--- src/rtl/multicycle_ctrl.sv ---
// multicycle_ctrl: Moore sequencer for the multi-cycle MIPS-subset datapath
// (R-type, lw, sw, bne, xori, j) sharing one ALU and one unified memory.
// Memory phases stall on MemReady. The only input-qualified outputs are
// IRWrite/PCEn in FETCH, PCEn in BRANCH, InstrDone in MEMWR and IllegalOp
// in DECODE.
// Optional feature macro: MULTICYCLE_CTRL_PERF_EN adds the CycleCnt and
// RetireCnt performance counters.
module multicycle_ctrl #(
    parameter int OPC_W  = 6,
    parameter int PERF_W = 32
) (
    input  logic             clk,
    input  logic             rst_n,
    input  logic [OPC_W-1:0] Opcode,
    input  logic             Zero,
    input  logic             MemReady,
    output logic             PCEn,
    output logic [1:0]       PCSource,
    output logic             IorD,
    output logic             MemRead,
    output logic             MemWrite,
    output logic             IRWrite,
    output logic             RegDst,
    output logic             MemtoReg,
    output logic             RegWrite,
    output logic             ALUSrcA,
    output logic [1:0]       ALUSrcB,
    output logic [1:0]       ALUOp,
    output logic             SignZero,
    output logic             InstrDone,
    output logic             IllegalOp
`ifdef MULTICYCLE_CTRL_PERF_EN
    ,
    output logic [PERF_W-1:0] CycleCnt,
    output logic [PERF_W-1:0] RetireCnt
`endif
);

    localparam logic [OPC_W-1:0] OP_RTYPE = OPC_W'(6'b000000);
    localparam logic [OPC_W-1:0] OP_LW    = OPC_W'(6'b100011);
    localparam logic [OPC_W-1:0] OP_SW    = OPC_W'(6'b101011);
    localparam logic [OPC_W-1:0] OP_BNE   = OPC_W'(6'b000101);
    localparam logic [OPC_W-1:0] OP_XORI  = OPC_W'(6'b001110);
    localparam logic [OPC_W-1:0] OP_J     = OPC_W'(6'b000010);

    typedef enum logic [3:0] {
        S_FETCH  = 4'd0,
        S_DECODE = 4'd1,
        S_MEMADR = 4'd2,
        S_MEMRD  = 4'd3,
        S_MEMWB  = 4'd4,
        S_MEMWR  = 4'd5,
        S_EXEC   = 4'd6,
        S_RWB    = 4'd7,
        S_BRANCH = 4'd8,
        S_IEXEC  = 4'd9,
        S_IWB    = 4'd10,
        S_JUMP   = 4'd11
    } state_t;

    state_t           state;
    logic [OPC_W-1:0] op_q;

    function automatic logic is_known(input logic [OPC_W-1:0] op);
        return (op == OP_RTYPE) || (op == OP_LW) || (op == OP_SW) ||
               (op == OP_BNE) || (op == OP_XORI) || (op == OP_J);
    endfunction

    // State sequencing; opcode captured in DECODE for the lw/sw split in MEMADR.
    always_ff @(posedge clk or negedge rst_n) begin
        if (!rst_n) begin
            state <= S_FETCH;
            op_q  <= '0;
        end else begin
            case (state)
                S_FETCH: begin
                    if (MemReady) state <= S_DECODE;
                end
                S_DECODE: begin
                    op_q <= Opcode;
                    if (Opcode == OP_RTYPE)                       state <= S_EXEC;
                    else if ((Opcode == OP_LW) || (Opcode == OP_SW)) state <= S_MEMADR;
                    else if (Opcode == OP_BNE)                    state <= S_BRANCH;
                    else if (Opcode == OP_XORI)                   state <= S_IEXEC;
                    else if (Opcode == OP_J)                      state <= S_JUMP;
                    else                                          state <= S_FETCH;
                end
                S_MEMADR: state <= (op_q == OP_LW) ? S_MEMRD : S_MEMWR;
                S_MEMRD: begin
                    if (MemReady) state <= S_MEMWB;
                end
                S_MEMWB:  state <= S_FETCH;
                S_MEMWR: begin
                    if (MemReady) state <= S_FETCH;
                end
                S_EXEC:   state <= S_RWB;
                S_RWB:    state <= S_FETCH;
                S_BRANCH: state <= S_FETCH;
                S_IEXEC:  state <= S_IWB;
                S_IWB:    state <= S_FETCH;
                S_JUMP:   state <= S_FETCH;
                default:  state <= S_FETCH;
            endcase
        end
    end

    // Output decode of the state register; gated by rst_n so that asserting
    // reset silences every control line at once, even mid-instruction.
    always_comb begin
        PCEn      = 1'b0;
        PCSource  = 2'b00;
        IorD      = 1'b0;
        MemRead   = 1'b0;
        MemWrite  = 1'b0;
        IRWrite   = 1'b0;
        RegDst    = 1'b0;
        MemtoReg  = 1'b0;
        RegWrite  = 1'b0;
        ALUSrcA   = 1'b0;
        ALUSrcB   = 2'b00;
        ALUOp     = 2'b00;
        SignZero  = 1'b0;
        InstrDone = 1'b0;
        IllegalOp = 1'b0;
        if (rst_n) begin
            case (state)
                S_FETCH: begin
                    MemRead = 1'b1;
                    ALUSrcB = 2'b01;
                    IRWrite = MemReady;
                    PCEn    = MemReady;
                end
                S_DECODE: begin
                    ALUSrcB   = 2'b11;
                    IllegalOp = ~is_known(Opcode);
                end
                S_MEMADR: begin
                    ALUSrcA = 1'b1;
                    ALUSrcB = 2'b10;
                end
                S_MEMRD: begin
                    IorD    = 1'b1;
                    MemRead = 1'b1;
                end
                S_MEMWB: begin
                    MemtoReg  = 1'b1;
                    RegWrite  = 1'b1;
                    InstrDone = 1'b1;
                end
                S_MEMWR: begin
                    IorD      = 1'b1;
                    MemWrite  = 1'b1;
                    InstrDone = MemReady;
                end
                S_EXEC: begin
                    ALUSrcA = 1'b1;
                    ALUOp   = 2'b10;
                end
                S_RWB: begin
                    RegDst    = 1'b1;
                    RegWrite  = 1'b1;
                    InstrDone = 1'b1;
                end
                S_BRANCH: begin
                    ALUSrcA   = 1'b1;
                    ALUOp     = 2'b01;
                    PCSource  = 2'b01;
                    PCEn      = ~Zero;
                    InstrDone = 1'b1;
                end
                S_IEXEC: begin
                    ALUSrcA  = 1'b1;
                    ALUSrcB  = 2'b10;
                    ALUOp    = 2'b11;
                    SignZero = 1'b1;
                end
                S_IWB: begin
                    RegWrite  = 1'b1;
                    InstrDone = 1'b1;
                end
                S_JUMP: begin
                    PCSource  = 2'b10;
                    PCEn      = 1'b1;
                    InstrDone = 1'b1;
                end
                default: begin
                end
            endcase
        end
    end

`ifdef MULTICYCLE_CTRL_PERF_EN
    // Free-running cycle counter and retired-instruction counter, both wrapping.
    always_ff @(posedge clk or negedge rst_n) begin
        if (!rst_n) begin
            CycleCnt  <= '0;
            RetireCnt <= '0;
        end else begin
            CycleCnt <= CycleCnt + PERF_W'(1);
            if (InstrDone) RetireCnt <= RetireCnt + PERF_W'(1);
        end
    end
`endif

endmodule

--- config.mk ---
export PLATFORM = sky130hd
export DESIGN_NAME = multicycle_ctrl
export DESIGN_NICKNAME = d
export VERILOG_FILES = /design/src/rtl/multicycle_ctrl.sv
export SDC_FILE = /design/constraint.sdc
export NUM_CORES = 1
export LEC_CHECK = 0
export BUFFER_PORTS_ARGS = -buffer_cell sky130_fd_sc_hd__buf_4
export CORE_UTILIZATION = 49
export DETAILED_ROUTE_END_ITERATION = 12
export GPL_TIMING_DRIVEN = 0
export PLACE_DENSITY_LB_ADDON = 0.1
export SYNTH_ARGS = -nofsm -noshare
export SYNTH_HDL_FRONTEND = slang
export SYNTH_SLANG_ARGS = --single-unit
--- constraint.sdc ---
create_clock -name clk -period 1.86 [get_ports clk]
set_clock_uncertainty 0.2 [all_clocks]
set_input_delay 0.186 -clock clk [delete_from_list [all_inputs] [get_ports clk]]
set_output_delay 0.186 -clock clk [all_outputs]
set_load 0.05 [all_outputs]
==> results of run 1 <==
-- through the flow --
step	util	std cells	area (sq um)	worst slack, ps	hold WS [ps]
CTS	0.907	156	1430	-73.7	-445
floorplan	-	96	933	-369	-310
global placement	0.733	139	1160	-84.9	-169
detailed placement	0.733	139	1160	-116	-164
-- kinds of logic after synthesis --
kind of cell | after synthesis | share of synthesized area
buffers and inverters | 11 | 0.0579
XOR/XNOR | 3 | 0.0304
AO/OA/AOI/OAI | 20 | 0.187
AND/OR/NAND/NOR | 45 | 0.344
flip-flops | 10 | 0.289
multiplexers | 7 | 0.0912
-- Yosys cell counts (all sizes together) (2+ instances only) --
cell,number,share of area
mux2,7,0.091
nor4b,4,0.048
o22ai,4,0.029
nor2b,3,0.022
a21oi,2,0.012
nand3b,2,0.017
nor2,8,0.035
nor3,5,0.042
o21ai,2,0.012
inv,3,0.013
nand2,3,0.013
nand2b,5,0.036
nand4bb,2,0.026
o311a,2,0.023
nand3,2,0.012
dfrtp,10,0.29
o211a,2,0.023
and3,2,0.016
buf,7,0.041
and2,2,0.014
nor4,2,0.014
xor2,2,0.020
-- what timing repair did --
item                                   in CTS
hold buffers                                1
buffers inserted                           13
endpoints found under the hold margin      11
pin swaps                                   7
gates resized for setup                    34
setup endpoints to repair                  14
==> flow_summary.yaml, run 1 <==
synth:
  netlist_area_sq_um: 865
  syn-instance-count: 96
  synth_cell_types: 40
  synth_edf_count: 0
  ys_ff_latch: 10
  yosysSeqAreaShare: 0.289
  synthesis.nets: 106
  synthFlopType: "dfrtp_1"
  yosysWarnings: 0
  async_flop_share: 1.00
  syn_avg_cell_area_sq_um: 9.01
placed_design:
  port_buffers: 27
  detailed_place_hpwl_um: 1630
  gp_congestion: 0.786
outcome:
  status: "did not finish"
  stop_stage: "global routing"
  error_line: "[ERROR DPL-0033] detailed placement checks failed during check placement."
die:
  rows: 14
  die_x_um: 44.0
  die_y_um: 44.0
  io_pins: 28
  initial_core_util: 0.548
clocking:
  htree_levels: 1
  clock_sinks: 10
  cts-buffers-inserted: 3
  root_buffer: "clkbuf_4"
  cts_buffer_depth: 2
global_route:
  antenna_found_initial: 1
  grt_start_max_net_pins: 14
==> inputs of run 2 (changes only) <==
Settings changed: CORE_AREA set to 2 2 63 65, CORE_UTILIZATION 49 to not set, DIE_AREA set to 0 0 65 67, PLACE_DENSITY_LB_ADDON 0.1 to 0.15.
==> flow_summary.yaml, run 2 <==
clocking:
  path_clk_slew_ps: 50
  tritoncts: "built"
  cts_buffer_depth: 2
  root_buffer: "clkbuf_8"
  clock_sinks: 10
  cts-buffers-inserted: 3
  clk_latency_ps: 230
  htree_levels: 1
cells_and_area:
  largest_reg_flops: 6
  n_antenna_cell: 0
  final_cell_mix: "buf_4, buf_6, dfrtp_1"
  drive_gt1_frac: 0.619
  fillers: 363
  areaGrowthSynthToFinish_pct: 84.9
  largestRegisters: "op_q x6, state x4"
  nNetsFinal: 158
  layout_commonest_cell: "buf_4"
  regMostFlops: "op_q"
die:
  dieArea_sq_um: 4360
  rows: 22
  die_y_um: 67
  die_x_um: 65
  core_sq_um: 3610
  io_pins: 28
  initial_core_util: 0.240
critical_path:
  crit_required_ps: 1470
  end_kind: "primary output"
  r2r_slack_ps: 120
  crit_arrival_ps: 1500
  setup.worst_path.start_class: "flip-flop"
  cp_max_fo: 8
  critPathKind: "reg2out"
sta:
  rsz0062_at_grt: "yes"
  finalSetupViolations: 1
  hold-worst-slack_ps: -407
  max_clock_freq_mhz: 531
  relSlewSlack: 0.739
  period_needed_ps: 1880
  fin_ws_ps: -21.7
  tightest_slew_ps: 385
  finalHoldViolations: 10
  slew_viol_final: 0
  tns_ps: -21.7
  min_period_over_period: 1.01
global_route:
  grt_pass1_vias: 915
  grt_start_max_net_pins: 14
  antenna_found_initial: 0
  track_usage: 0.130
  grt_pass1_wl_um: 4420
  grt_overflow: 0
synth:
  async_flop_share: 1.00
  synth_edf_count: 0
  synth.area.top_cells: "dfrtp_1, mux2_2, buf_2, nand2b_1, nor2_1"
  yosysMostFrequentCell: "dfrtp_1"
  synthesis.nets: 106
  yosysWarnings: 0
  synthMuxAreaShare: 0.0912
  synth_top_family_by_area: "simple AND/OR/NAND/NOR gates"
  synthFlopType: "dfrtp_1"
  synth_compound_area_frac: 0.187
  netlist_area_sq_um: 865
  synth_cell_types: 40
  synthTopCellsByCount: "dfrtp_1, nor2_1, buf_2, mux2_2, nand2b_1"
  yosysTopAreaCell: "dfrtp_1"
  synthSimpleGateAreaFrac: 0.344
  ys_ff_latch: 10
  synthXorXnorAreaFrac: 0.0304
  syn_avg_cell_area_sq_um: 9.01
  syn-instance-count: 96
  yosysSeqAreaShare: 0.289
  synth_fa_ha_area_frac: 0
  synth_top_area_share: 0.289
power:
  power.density_nw_per_um2: 1480
  netSwitchingFraction: 0.436
  p_comb_frac: 0.724
  p_leak_nw: 0.687
  seq_power_share: 0.163
  p_int_mw: 1.34
  power.switching_mw: 1.04
  power_frac_clock: 0.113
  power.total_mw: 2.37
  irDropWorstVdd_mv: 0.580
placed_design:
  gp_congestion: 0.745
  detailed_place_hpwl_um: 1880
  port_buffers: 27
detailed_routing:
  drt_first_pass_iters: 4
  via_per_inst: 4.88
  wl_per_cell_um: 14.2
  drt_iter0_markers: 25
  drt-total-wl_um: 2780
  ant_nets: 0
  num_vias: 951
  drc: 0
outcome:
  failed_checks: "negative hold slack, negative setup slack"
  status: "complete, but fails checks"
flow_run:
  max_cap_viol_count: 0
min_path:
  min-delay-path-class: "in2async"
==> run 2: cell counts after synthesis <==
Identical to the previous run, type by type.
==> run 2: routing by layer <==
layer | up-vias | wire length, um | track usage | share of wire
li1 | 470 | - | - | -
met1 | 451 | 1230 | 0.171 | 0.44
met2 | 26 | 1410 | 0.219 | 0.51
met4 | 0 | 21 | 0.0426 | 0.0076
met5 | - | 0 | 0 | 0
met3 | 4 | 112 | 0.0186 | 0.040
==> run 2: cell type report <==
class,count,area (sq um),share of cell area
clock buffer,4,55.1,0.0344
buffer,8,97.6,0.0610
sequential,10,253,0.158
timing repair buffer,47,403,0.252
tap,48,60.1,0.0376
inverter,3,11.3,0.00704
multi-input combinational,75,719,0.450
==> run 2: stage by stage <==
stage,utilization,area (sq um),cells,hold slack (ps),setup WS (ps)
after floorplan,-,933,96,-310,-369
after global placement,0.332,1200,171,-162,-134
after detailed placement,0.332,1200,171,-160,-106
after CTS,0.401,1450,185,-403,-29.1
after global routing,0.443,1600,195,-399,-65.9
final,0.443,1600,195,-407,-21.7
==> run 2: path summary, 6_finish.rpt <==
check | to | start | depth (start not counted)
max | InstrDone | state[0] | 5
min | state[3] | rst_n | 1
max reg2reg | op_q[3] | state[3] | 5
min reg2reg | op_q[3] | op_q[3] | 1
max in group asynchronous | state[0] | rst_n | 1
min in group clk | op_q[2] | Opcode[2] | 2
==> run 2: power by group through the flow <==
stage | combinational, mW | sequential [mW] | clock, mW
after floorplan | 0.964 | 0.362 | 0
after global placement | 1.24 | 0.380 | 0
after detailed placement | 1.24 | 0.383 | 0
after CTS | 1.51 | 0.386 | 0.276
after global routing | 1.83 | 0.399 | 0.287
final | 1.72 | 0.387 | 0.269
==> run 2: kinds of logic (layout without fill, tap and decap cells) <==
| group | count (synthesis) | count (layout) |
|---|---|---|
| multiplexers | 7 | 7 |
| buffers and inverters | 11 | 62 |
| flip-flops | 10 | 10 |
| XOR/XNOR | 3 | 3 |
| AND/OR/NAND/NOR | 45 | 45 |
| AO/OA/AOI/OAI | 20 | 20 |
==> run 2: critical path: stages, from the launching register on <==
cell and delay, ps:
dfrtp_2 430, buf_8 150, nor2b_2 170, o22ai_1 150, o311a_1 200, buf_6 160
==> run 2: timing repair <==
| item | CTS | global route |
|---|---|---|
| pin swaps | 2 | 10 |
| gates resized for setup | 28 | 19 |
| hold endpoints to repair | 10 | 10 |
| endpoints found under the setup margin | 13 | 13 |
| buffers inserted | 10 | 10 |
Note: power is estimated with default switching activity, not from simulation.
==> inputs of run 3 (changes only) <==
Settings changed: CORE_AREA 2 2 63 65 to 8 8 69 71, DIE_AREA 0 0 65 67 to 0 0 77 79.
Clock period 1.86 ns to 2 ns, I/O delays scaled along.
==> flow_summary.yaml, run 3 (synthesis gave the netlist of run 2 again) <==
sta:
  tns_ps: 0
  tightest_slew_ps: 465
  finalSetupViolations: 0
  rsz0062_at_grt: "yes"
  hold-worst-slack_ps: 64.5
  fin_ws_ps: 34.0
  relSlewSlack: 0.686
  min_period_over_period: 0.983
  period_needed_ps: 1970
  finalHoldViolations: 0
  slew_viol_final: 0
  max_clock_freq_mhz: 509
cells_and_area:
  layout_commonest_cell: "buf_4"
  post-route-util: 0.345
  largest_reg_flops: 6
  n_antenna_cell: 0
  final_cell_mix: "buf_4, dfrtp_1, nor2_1"
  largestRegisters: "op_q x6, state x4"
  multi_input_area_sq_um: 634
  layout.cells.non_filler: 180
  fillers: 424
  seqCellArea_sq_um: 251
  fin_area_sq_um: 1310
  drive_gt1_frac: 0.477
  areaGrowthSynthToFinish_pct: 51.4
  nNetsFinal: 142
  regMostFlops: "op_q"
placed_design:
  place_inst: 173
  port_buffers: 27
  placed_area_sq_um: 1170
  gp_congestion: 0.801
  place_ws_ps: 66.8
  detailed_place_hpwl_um: 2080
clocking:
  cts-buffers-inserted: 3
  cts_buffer_depth: 2
  tritoncts: "built"
  clock_sinks: 10
  clk_latency_ps: 230
  htree_levels: 1
  root_buffer: "clkbuf_8"
  path_clk_slew_ps: 50
global_route:
  grt_start_max_net_pins: 11
  grt_pass1_vias: 864
  track_usage: 0.0898
  antenna_found_initial: 0
  grt_overflow: 0
  grt_pass1_wl_um: 4380
detailed_routing:
  num_vias: 856
  drt-total-wl_um: 2710
  ant_nets: 0
  via_per_inst: 4.76
  drc: 0
  drt_first_pass_iters: 4
  wl_per_cell_um: 15.0
  drt_iter0_markers: 28
outcome:
  status: "complete, no violations"
die:
  die_x_um: 77
  core_sq_um: 3800
  dieArea_sq_um: 6080
  initial_core_util: 0.228
  rows: 23
  io_pins: 28
  die_y_um: 79
critical_path:
  setup.worst_path.start_class: "flip-flop"
  crit_required_ps: 1600
  end_kind: "primary output"
  reg2reg_depth: 4
  crit_arrival_ps: 1570
  critPathKind: "reg2out"
  cp_max_fo: 8
flow_run:
  max_cap_viol_count: 0
min_path:
  min-delay-path-class: "in2reg"
  min_path_cells: 2
power:
  power.density_nw_per_um2: 1340
  power.total_mw: 1.76
  irDropWorstVdd_mv: 0.393
  p_leak_nw: 0.560
[run 3: changes by cell type in the layout (fill, tap and decap cells not counted), sizes merged]
cell / previous run / this run
buf: 53 / 37
clkbuf: 6 / 4
dlygate4sd3: 0 / 1
[run 3: what timing repair did]
item                                    in CTS  in global routing
endpoints found under the setup margin       7                 10
setup buffers                                1                  2
hold endpoints to repair                    10                  0
resized for setup                            6                 10
hold buffers                                 1                  0
pin swaps                                    1                  0
[run 3: where the power goes]
group | internal, mW | leakage, nW | switching [mW]
sequential | 0.295 | 0.122 | 0.0541
combinational | 0.512 | 0.416 | 0.702
clock | 0.131 | 0.0216 | 0.0663
[run 3: final timing paths]
check / end / slack (ps) / start
max: InstrDone / 30 / state[2]
min: op_q[2] / 60 / Opcode[2]
max reg2reg: op_q[1] / 300 / state[1]
min reg2reg: op_q[5] / 300 / op_q[5]
max in group asynchronous: state[3] / 930 / rst_n
min in group asynchronous: op_q[4] / 320 / rst_n
[run 3: worst max-delay path: stages, from the launching register on]
cell and delay, ps:
dfrtp_1 340, buf_2 180, nand2b_2 250, o22ai_1 190
o311a_1 210, buf_6 160
[run 3: routing by layer]
| layer | track usage | wire length, um | part of all wire |
|---|---|---|---|
| met4 | 0.0453 | 53 | 0.020 |
| met3 | 0.0305 | 130 | 0.048 |
| met2 | 0.152 | 1330 | 0.49 |
| met1 | 0.0988 | 1200 | 0.44 |
| met5 | 0 | 0 | 0 |
[run 3: final cells by class]
type,count,share of cell area
multi-input combinational,75,0.485
sequential,10,0.192
timing repair buffer,31,0.185
buffer,8,0.0497
tap,50,0.0478
clock buffer,3,0.0315
inverter,3,0.00860
